File: src/rtl/error_subtractor_if.sv
// error_subtractor_if: input pair / output beat handshake bundle for error_subtractor.
// slave = the subtractor's view, master = the producer/consumer side.
interface error_subtractor_if #(
  parameter int unsigned W     = 16,
  parameter int unsigned CNT_W = 16
);
  logic             in_valid;
  logic             in_ready;
  logic [W-1:0]     d_in;
  logic [W-1:0]     y_in;
  logic             out_valid;
  logic             out_ready;
  logic [W-1:0]     e_out;
  logic             sat_flag;
  logic [CNT_W-1:0] sat_count;

  modport master (
    output in_valid, d_in, y_in, out_ready,
    input  in_ready, out_valid, e_out, sat_flag, sat_count
  );

  modport slave (
    input  in_valid, d_in, y_in, out_ready,
    output in_ready, out_valid, e_out, sat_flag, sat_count
  );
endinterface

File: src/rtl/error_subtractor.sv
// error_subtractor: two-stage pipelined ANC error node, e = d - y, with
// valid/ready backpressure, overflow flagging and a saturating overflow counter.
// Optional build macro ERRSUB_SATURATE_EN: clamp e_out on overflow instead of
// letting it wrap (flag and counter behave the same either way).
module error_subtractor #(
  parameter int unsigned W     = 16,
  parameter int unsigned CNT_W = 16
) (
  input logic               clk,
  input logic               rst,
  error_subtractor_if.slave bus
);

  logic signed [W-1:0] d_q, y_q;
  logic                s1_valid_q;
  logic [W-1:0]        e_q, e_d;
  logic                sat_q, sat_d;
  logic                out_valid_q;
  logic [CNT_W-1:0]    cnt_q, cnt_d;

  logic                stall;
  logic                in_fire;
  logic                out_fire;
  logic signed [W:0]   diff;

  assign stall    = out_valid_q && !bus.out_ready;
  assign in_fire  = bus.in_valid && !stall;
  assign out_fire = out_valid_q && bus.out_ready;

  // Full-precision difference of the S1 operands, overflow test and output select.
  always_comb begin
    diff  = {d_q[W-1], d_q} - {y_q[W-1], y_q};
    // The W+1 result fits in W bits exactly when its top two bits agree.
    sat_d = diff[W] != diff[W-1];
    e_d   = diff[W-1:0];
`ifdef ERRSUB_SATURATE_EN
    if (sat_d) begin
      e_d = diff[W] ? {1'b1, {(W-1){1'b0}}} : {1'b0, {(W-1){1'b1}}};
    end
`endif
  end

  // Overflow event counter that sticks at all-ones.
  always_comb begin
    cnt_d = cnt_q;
    if (out_fire && sat_q && (cnt_q != '1)) begin
      cnt_d = cnt_q + 1'b1;
    end
  end

  // Stage 1: capture the operand pair; holds while the output is stalled.
  always_ff @(posedge clk) begin
    if (rst) begin
      s1_valid_q <= 1'b0;
      d_q        <= '0;
      y_q        <= '0;
    end else if (!stall) begin
      s1_valid_q <= in_fire;
      if (in_fire) begin
        d_q <= bus.d_in;
        y_q <= bus.y_in;
      end
    end
  end

  // Stage 2: register the result beat; holds while the output is stalled.
  always_ff @(posedge clk) begin
    if (rst) begin
      out_valid_q <= 1'b0;
      e_q         <= '0;
      sat_q       <= 1'b0;
    end else if (!stall) begin
      out_valid_q <= s1_valid_q;
      e_q         <= e_d;
      sat_q       <= sat_d;
    end
  end

  // Count delivered beats that overflowed.
  always_ff @(posedge clk) begin
    if (rst) begin
      cnt_q <= '0;
    end else begin
      cnt_q <= cnt_d;
    end
  end

  assign bus.in_ready  = !stall;
  assign bus.out_valid = out_valid_q;
  assign bus.e_out     = e_q;
  assign bus.sat_flag  = sat_q;
  assign bus.sat_count = cnt_q;

endmodule

File: src/flat_wrapper.sv
// flat-port wrapper written by rule: the top's interface ports become plain ports
module error_subtractor_flat 
#(
  parameter int unsigned W     = 16,
  parameter int unsigned CNT_W = 16
)
  (clk, rst, bus_in_valid, bus_d_in, bus_y_in, bus_out_ready, bus_in_ready, bus_out_valid, bus_e_out, bus_sat_flag, bus_sat_count);
  error_subtractor_if #(.W(W), .CNT_W(CNT_W)) bus_i ();
  input logic clk;
  input logic rst;
  input wire logic [$bits(bus_i.in_valid)-1:0] bus_in_valid;
  input wire logic [$bits(bus_i.d_in)-1:0] bus_d_in;
  input wire logic [$bits(bus_i.y_in)-1:0] bus_y_in;
  input wire logic [$bits(bus_i.out_ready)-1:0] bus_out_ready;
  output wire logic [$bits(bus_i.in_ready)-1:0] bus_in_ready;
  output wire logic [$bits(bus_i.out_valid)-1:0] bus_out_valid;
  output wire logic [$bits(bus_i.e_out)-1:0] bus_e_out;
  output wire logic [$bits(bus_i.sat_flag)-1:0] bus_sat_flag;
  output wire logic [$bits(bus_i.sat_count)-1:0] bus_sat_count;
  assign bus_i.in_valid = bus_in_valid;
  assign bus_i.d_in = bus_d_in;
  assign bus_i.y_in = bus_y_in;
  assign bus_i.out_ready = bus_out_ready;
  assign bus_in_ready = bus_i.in_ready;
  assign bus_out_valid = bus_i.out_valid;
  assign bus_e_out = bus_i.e_out;
  assign bus_sat_flag = bus_i.sat_flag;
  assign bus_sat_count = bus_i.sat_count;
  error_subtractor #(.W(W), .CNT_W(CNT_W)) u_core (.clk(clk), .rst(rst), .bus(bus_i));
endmodule
File: config.mk
export PLATFORM = sky130hd
export DESIGN_NAME = error_subtractor_flat
export DESIGN_NICKNAME = d
export VERILOG_FILES = /design/src/rtl/error_subtractor_if.sv /design/src/rtl/error_subtractor.sv /design/src/flat_wrapper.sv
export SDC_FILE = /design/constraint.sdc
export NUM_CORES = 1
export LEC_CHECK = 0
export ABC_CLOCK_PERIOD_IN_PS = 2500
export BUFFER_PORTS_ARGS = -buffer_cell sky130_fd_sc_hd__buf_2
export CELL_PAD_IN_SITES_DETAIL_PLACEMENT = 0
export CELL_PAD_IN_SITES_GLOBAL_PLACEMENT = 2
export CORE_MARGIN = 8
export CORE_UTILIZATION = 31
export CTS_CLUSTER_DIAMETER = 40
export DETAILED_ROUTE_END_ITERATION = 8
export GPL_TIMING_DRIVEN = 0
export PLACE_DENSITY = 0.8
export SETUP_SLACK_MARGIN = 0.02
export SYNTH_ARGS = -nofsm -noshare
export SYNTH_HDL_FRONTEND = slang
export SYNTH_SLANG_ARGS = --single-unit
File: constraint.sdc
create_clock -name clk -period 2.5 [get_ports clk]
set_input_delay 0.625 -clock clk [delete_from_list [all_inputs] [get_ports clk]]
set_output_delay 0.625 -clock clk [all_outputs]
set_load 0.02 [all_outputs]
==> results.cfg, run 1 <==
[status]
status = complete, no violations

[place]
place_congestion = 0.830
placed_cells = 627
numPortBuffers = 69
hpwl_um = 7080

[logic_synthesis]
syn-num-nets = 476
synth.largest_area_cell = dfxtp_1
synthFlopType = dfxtp_1
synthDominantCellAreaShare_pct = 40.8
synth-xor-area-share_pct = 5.33
synthSimpleGateAreaFrac_pct = 23.2
syn_area_mm2 = 0.00329
ys_top_cells_by_area = dfxtp_1 41%, nand2_1 11%, a21oi_1 9.6%, ha_1 6.5%, xnor2_1 3.5%
ys_types = 46
synth_top_family_by_area = simple AND/OR/NAND/NOR gates
synth_cells = 422
yosysWarnings = 0
synth_compound_area_share_pct = 17.4
synth.ff_latch_count = 67
muxShareOfSynthArea_pct = 0.609
synth_edf_count = 0
ys_async_sr_fraction_pct = 0
synth.avg_cell_area_um2 = 7.79
ys_seq_area_share_pct = 40.8
synthAdderAreaFrac_pct = 7.08

[clocking]
clk_pin_slew_ps = 70
cts_made_buffers = 9
cts_root_buf = clkbuf_8
clockBufferDepth = 2
hold_buffers = 0
clk_latency_ps = 330
tritoncts = built
postCtsSetupBuffers = 0
clkSinkCount = 67
cts.htree.levels = 3

[final_layout]
layout-drive-gt1-share_pct = 18.5
post-route-util_pct = 38.7
final_cells = 643
nets = 556
num_antenna_cells = 0
syn_to_final_growth_pct = 21.6
layout_common_cells = 99 x nand2_1, 70 x buf_2, 67 x dfxtp_1, 63 x a21oi_1, 25 x inv_1
final_common_cell = nand2_1

[routing]
dr.max_layer_used = met4
wl_met1_um = 4530
drtIter0Drc = 114
via_count = 2984
drc = 0
wl_met2_um = 3740
via_per_inst = 4.64
met3_length_um = 484
drt-total-wl_um = 8820
first_pass_iters = 4
wl_per_cell_um = 13.7
ant_nets = 0

[sta]
worst_hold_slack_ps = 453
rsz0062_at_grt = no
setup_violations = 0
tightest_slew_ps = 593
slew_viol_final = 0
post-route-period-util_pct = 91.2
setup_tns_ps = 0
clock_skew_ps = 7.35
hold_viol = 0
slew_headroom_pct = 60.4
max_clock_freq_mhz = 438
period_minus_slack_ps = 2280

[job]
cap_violations = 0

[critical_path]
crit_path_max_fanout = 10
r2r_slack_ps = 260
cp_top_family = buffers and inverters
critPathArrivalTime_ps = 1660
cp_num_buf_inv = 3
cp_data_required_time_ps = 1880
path_cells = nor2b_1 > inv_2 > buf_1 > buf_2
start_kind = flop
slowest_stage = buf_1
path_class = reg2out
crit_path_end_kind = output pin
critPathMaxStageDelay_ps = 410

[floorplan]
start_util_pct = 31.8
ios = 71
die_area_mm2 = 0.0142
rows = 37
die_w_um = 119
die_h_um = 119
core_mm2 = 0.0103

[power_and_ir_drop]
cellPowerDensity_mw_per_mm2 = 674
p_total_mw = 2.69
ir_drop_mv = 0.228
p_leak_nw = 1.72

[global_route]
grt_pass1_vias = 2912
grt_max_degree = 12
grt_pass1_wl_um = 14900
grt-ovfl-total = 0
antenna_found_initial = 0
track_usage_pct = 12.7

[min_path]
min_path_type = reg2reg
==> sequential cells by signal, summed over array words and instances, names as in the netlist <==
register and count:
u_core.d_q 16, u_core.bus.out_valid 1, u_core.bus.e_out 16, u_core.bus.sat_count 16, u_core.s1_valid_q 1, u_core.bus.sat_flag 1, u_core.y_q 16
==> kinds of logic after synthesis <==
kind of cell / after synthesis
and+or+nand+nor: 169
AOI/OAI and AO/OA: 99
adders and majority gates: 18
DFF: 67
buffers and inverters: 47
muxes: 2
xor gates and xnor gates: 20
==> final timing paths <==
kind | startpoint | to | cells after the start
worst max-delay path | u_core.bus.out_valid | bus_in_ready | 4
worst min-delay path | u_core.bus.e_out[5] | u_core.bus.e_out[5] | 2
worst max register to register | u_core.d_q[0] | u_core.bus.e_out[14] | 9
worst min register to register | u_core.bus.e_out[5] | u_core.bus.e_out[5] | 2
==> repair_timing <==
action / CTS / global route
endpoints found under the setup margin: 0 / 1
hold endpoints to repair: 0 / 0
gates resized for setup: 0 / 1
==> routing by layer <==
| layer | track usage [%] | vias to the layer above |
|---|---|---|
| li1 | - | 1594 |
| met1 | 17.3 | 1316 |
| met4 | 3.08 | 0 |
| met5 | 0 | - |
| met2 | 19.0 | 68 |
| met3 | 4.30 | 6 |
==> area by class of cell <==
cell class	count	area, um^2
flip-flops and latches	67	1340
inverters	27	101
plain buffers	20	83.8
clock inverters	4	50.0
well taps	136	170
clock buffers	12	145
multi-input cells	308	1760
fillers	1139	6330
repair buffers	69	345
==> power by group <==
| part | internal (mW) | leakage, nW | switching (mW) | total [mW] |
|---|---|---|---|---|
| Combinational | 0.233 | 1.08 | 0.363 | 0.596 |
| Clock | 0.487 | 0.0926 | 0.409 | 0.896 |
| Sequential | 1.15 | 0.551 | 0.0500 | 1.20 |
| Total | 1.87 | 1.72 | 0.821 | 2.69 |
==> worst min-delay path, stage by stage (launching register included) <==
cell	delay [ps]
dfxtp_1	310
nand2_1	50
a21oi_1	50
==> cell usage after synthesis (2+ instances only) <==
cell type  count
o21bai_1       2
or3_1          3
mux2i_1        2
nand4_1        7
a21o_1         4
nor2b_1        2
o21ai_0       12
a21boi_0       2
and3_1         2
a21oi_1       63
xnor2_1       13
and4_1         3
a211oi_1       2
and4_4         2
nand2_1       99
o31ai_1        2
xor2_1         7
nor3_1         3
clkinv_1       2
a31oi_1        2
o211ai_1       2
inv_1         25
nand3_1       14
nand2b_1       3
clkbuf_1      15
dfxtp_1       67
ha_1          17
nor2_1        24
buf_1          3
a31o_2         2
==> metrics by stage <==
stage | cell area [um^2] | setup WS (ps)
after floorplan | 3290 | 546
after global placement | 3800 | 81.9
after detailed placement | 3800 | 74.0
after CTS | 4000 | 36.9
after global routing | 4000 | 93.3
final | 4000 | 219
Note: power is estimated with default switching activity, not from simulation.
==> run 2: changes to the inputs <==
ABC_AREA = 1   (was not set)
ABC_CLOCK_PERIOD_IN_PS = 2400   (was 2500)
CORE_UTILIZATION = 30   (was 31)
HOLD_SLACK_MARGIN = 0.02   (was not set)
clock period = 2.4 ns   (was 2.5 ns; I/O delays follow)
==> run 2 against run 1 <==
Against the previous run:
- sequential power up 5%
- critical path depth up 1
- setup slack better by 0.93 ps
- first-iteration DRC count grew 28%
- final cell count increased by 21%
- register-to-register slack improved by 130 ps
- sequential share of layout area down 3.9 points
- utilization down 0.90 points
- clock power up 67%
==> results.cfg, run 2 <==
[logic_synthesis]
synthDominantCellAreaShare_pct = 36.8
synth.avg_cell_area_um2 = 6.69
syn-num-nets = 599
ys_seq_area_share_pct = 36.8
synth.ff_latch_count = 67
synth_cells = 545
ys_top_cells_by_area = dfxtp_1 37%, nand2_1 13%, inv_1 9.3%, o21ai_0 7.1%, a21oi_1 5.9%
synth_edf_count = 0
synth.most_common_cell = nand2_1
ys_types = 28
synth_commonest_cells = 124 x nand2_1, 90 x inv_1, 67 x dfxtp_1, 55 x nor2_1, 52 x o21ai_0
synthFlopType = dfxtp_1
ys_async_sr_fraction_pct = 0
syn_area_mm2 = 0.00365
yosysWarnings = 0
synth.largest_area_cell = dfxtp_1

[critical_path]
path_cells = inv_1 > nor2_4 > inv_2 > clkbuf_1 > buf_2
crit_path_end_kind = output pin
cp_num_buf_inv = 4
crit_path_max_fanout = 10
slowest_stage = clkbuf_1
path_class = reg2out
critPathArrivalTime_ps = 1580
start_kind = flop
crit_path_start = u_core.bus.out_valid
critPathMaxStageDelay_ps = 400
cp_data_required_time_ps = 1800
rr_startpoint = u_core.d_q[0]
cp_top_family = buffers and inverters

[clocking]
clk_pin_slew_ps = 60
postCtsSetupBuffers = 0
tritoncts = built
cts_made_buffers = 9
ctsResizeCount = 0
clk_latency_ps = 330
clkSinkCount = 67
clockBufferDepth = 2
cts_root_buf = clkbuf_16
cts.htree.levels = 3
hold_buffers = 0

[final_layout]
multi_input_area_mm2 = 0.00187
layout_common_cells = 124 x nand2_1, 90 x inv_1, 75 x buf_2, 67 x dfxtp_1, 55 x nor2_1
final_cells = 778
final_common_cell = nand2_1
register_area_mm2 = 0.00134
post-route-util_pct = 37.8
nets = 680
syn_to_final_growth_pct = 24.0
fillers = 1316
num_antenna_cells = 0
layout-drive-gt1-share_pct = 15.5

[place]
placed_cells = 762
numPortBuffers = 70
hpwl_um = 8300
dp_worst_setup_slack_ps = 227
place_congestion = 0.858

[job]
cap_violations = 0

[sta]
clock_skew_ps = 6.82
rsz0062_at_grt = no
slew_viol_final = 0
hold_viol = 0
max_clock_freq_mhz = 459
post-route-period-util_pct = 90.8
setup_tns_ps = 0
setup_violations = 0
slew_headroom_pct = 55.5
setup_slack_ps = 220
period_minus_slack_ps = 2180
tightest_slew_ps = 668

[power_and_ir_drop]
power.switching_mw = 1.02
p_total_mw = 3.51
combPwrFrac_pct = 21.3
sw_frac_of_total_pct = 29.0
p_leak_nw = 2.30
clock_power_share_pct = 42.7
ir_drop_mv = 0.359
power.share.sequential_pct = 36.0
p_int_mw = 2.49
cellPowerDensity_mw_per_mm2 = 775

[min_path]
min_path_type = reg2reg
hp-start = u_core.d_q[0]

[global_route]
grt_pass1_wl_um = 16800
grt_max_degree = 13
track_usage_pct = 13.2
grt_pass1_vias = 3464
antenna_found_initial = 0
grt-ovfl-total = 0

[routing]
via_per_inst = 4.42
drc = 0
via_count = 3441
drtIter0Drc = 146
wl_per_cell_um = 13.1
drt-total-wl_um = 10200
first_pass_iters = 4
ant_nets = 0

[floorplan]
die_w_um = 126
core_mm2 = 0.0120
rows = 40
die_area_mm2 = 0.0159
die_h_um = 126
ios = 71
start_util_pct = 30.5

[status]
status = complete, no violations
## run 2: cell types whose count changed in the layout (fill, tap and decap cells not counted), sizes merged, moves of 12 or more
cell and change:
nand3 +12, inv +65, o21ai +42, nand2 +26, nor2 +33, a21oi -20
## run 2: layout make-up
cell class	count	area share [%]
inverter	91	7.55
buffer	18	2.13
timing repair buffer	70	7.74
clock inverter	7	2.57
tap	147	4.07
multi-input combinational	369	41.3
clock buffer	9	4.98
sequential	67	29.6
## run 2: power by group through the flow
stage	combinational [mW]	sequential, mW	clock [mW]
detailed placement	0.757	1.29	0
CTS	0.762	1.27	1.54
finish	0.748	1.26	1.50
global route	0.868	1.28	1.58
floorplan	0.465	1.34	0
global placement	0.756	1.29	0
## run 2: cell families (layout without fill, tap and decap cells)
kind of cell,count (synthesis),count (layout),share of synthesized area [%]
compound gates,108,108,15.6
xor+xnor,14,14,3.36
fa+ha+maj,18,18,6.38
buf+inv,109,195,12.0
flops,67,67,36.8
simple gates,229,229,25.9
## run 2: path summary, 6_finish.rpt
check / to / slack, ps / cells after the start
hold / removal: u_core.d_q[0] / 460 / 2
setup reg to reg: u_core.bus.e_out[14] / 390 / 12
setup / recovery: bus_in_ready / 220 / 5
hold reg to reg: u_core.d_q[0] / 460 / 2
## run 2: stage by stage
step           area, um^2  hold WS [ps]
4_1_cts              4520           461
6_report             4520           455
2_1_floorplan        3650           433
5_1_grt              4520           467
3_5_place_dp         4180           454
3_3_place_gp         4180           445
## run 2: tightest hold or removal path: stages, from the launching register on
cell and delay (ps):
dfxtp_1 290, inv_1 60, a21oi_1 60
## run 2: routing by layer
metal	GRT usage [%]	vias to the layer above	share of wire (%)
li1	-	1879	-
met1	16.1	1496	49
met2	21.8	55	46
met3	4.26	11	4.0
met4	3.61	0	1.1
met5	0	-	0
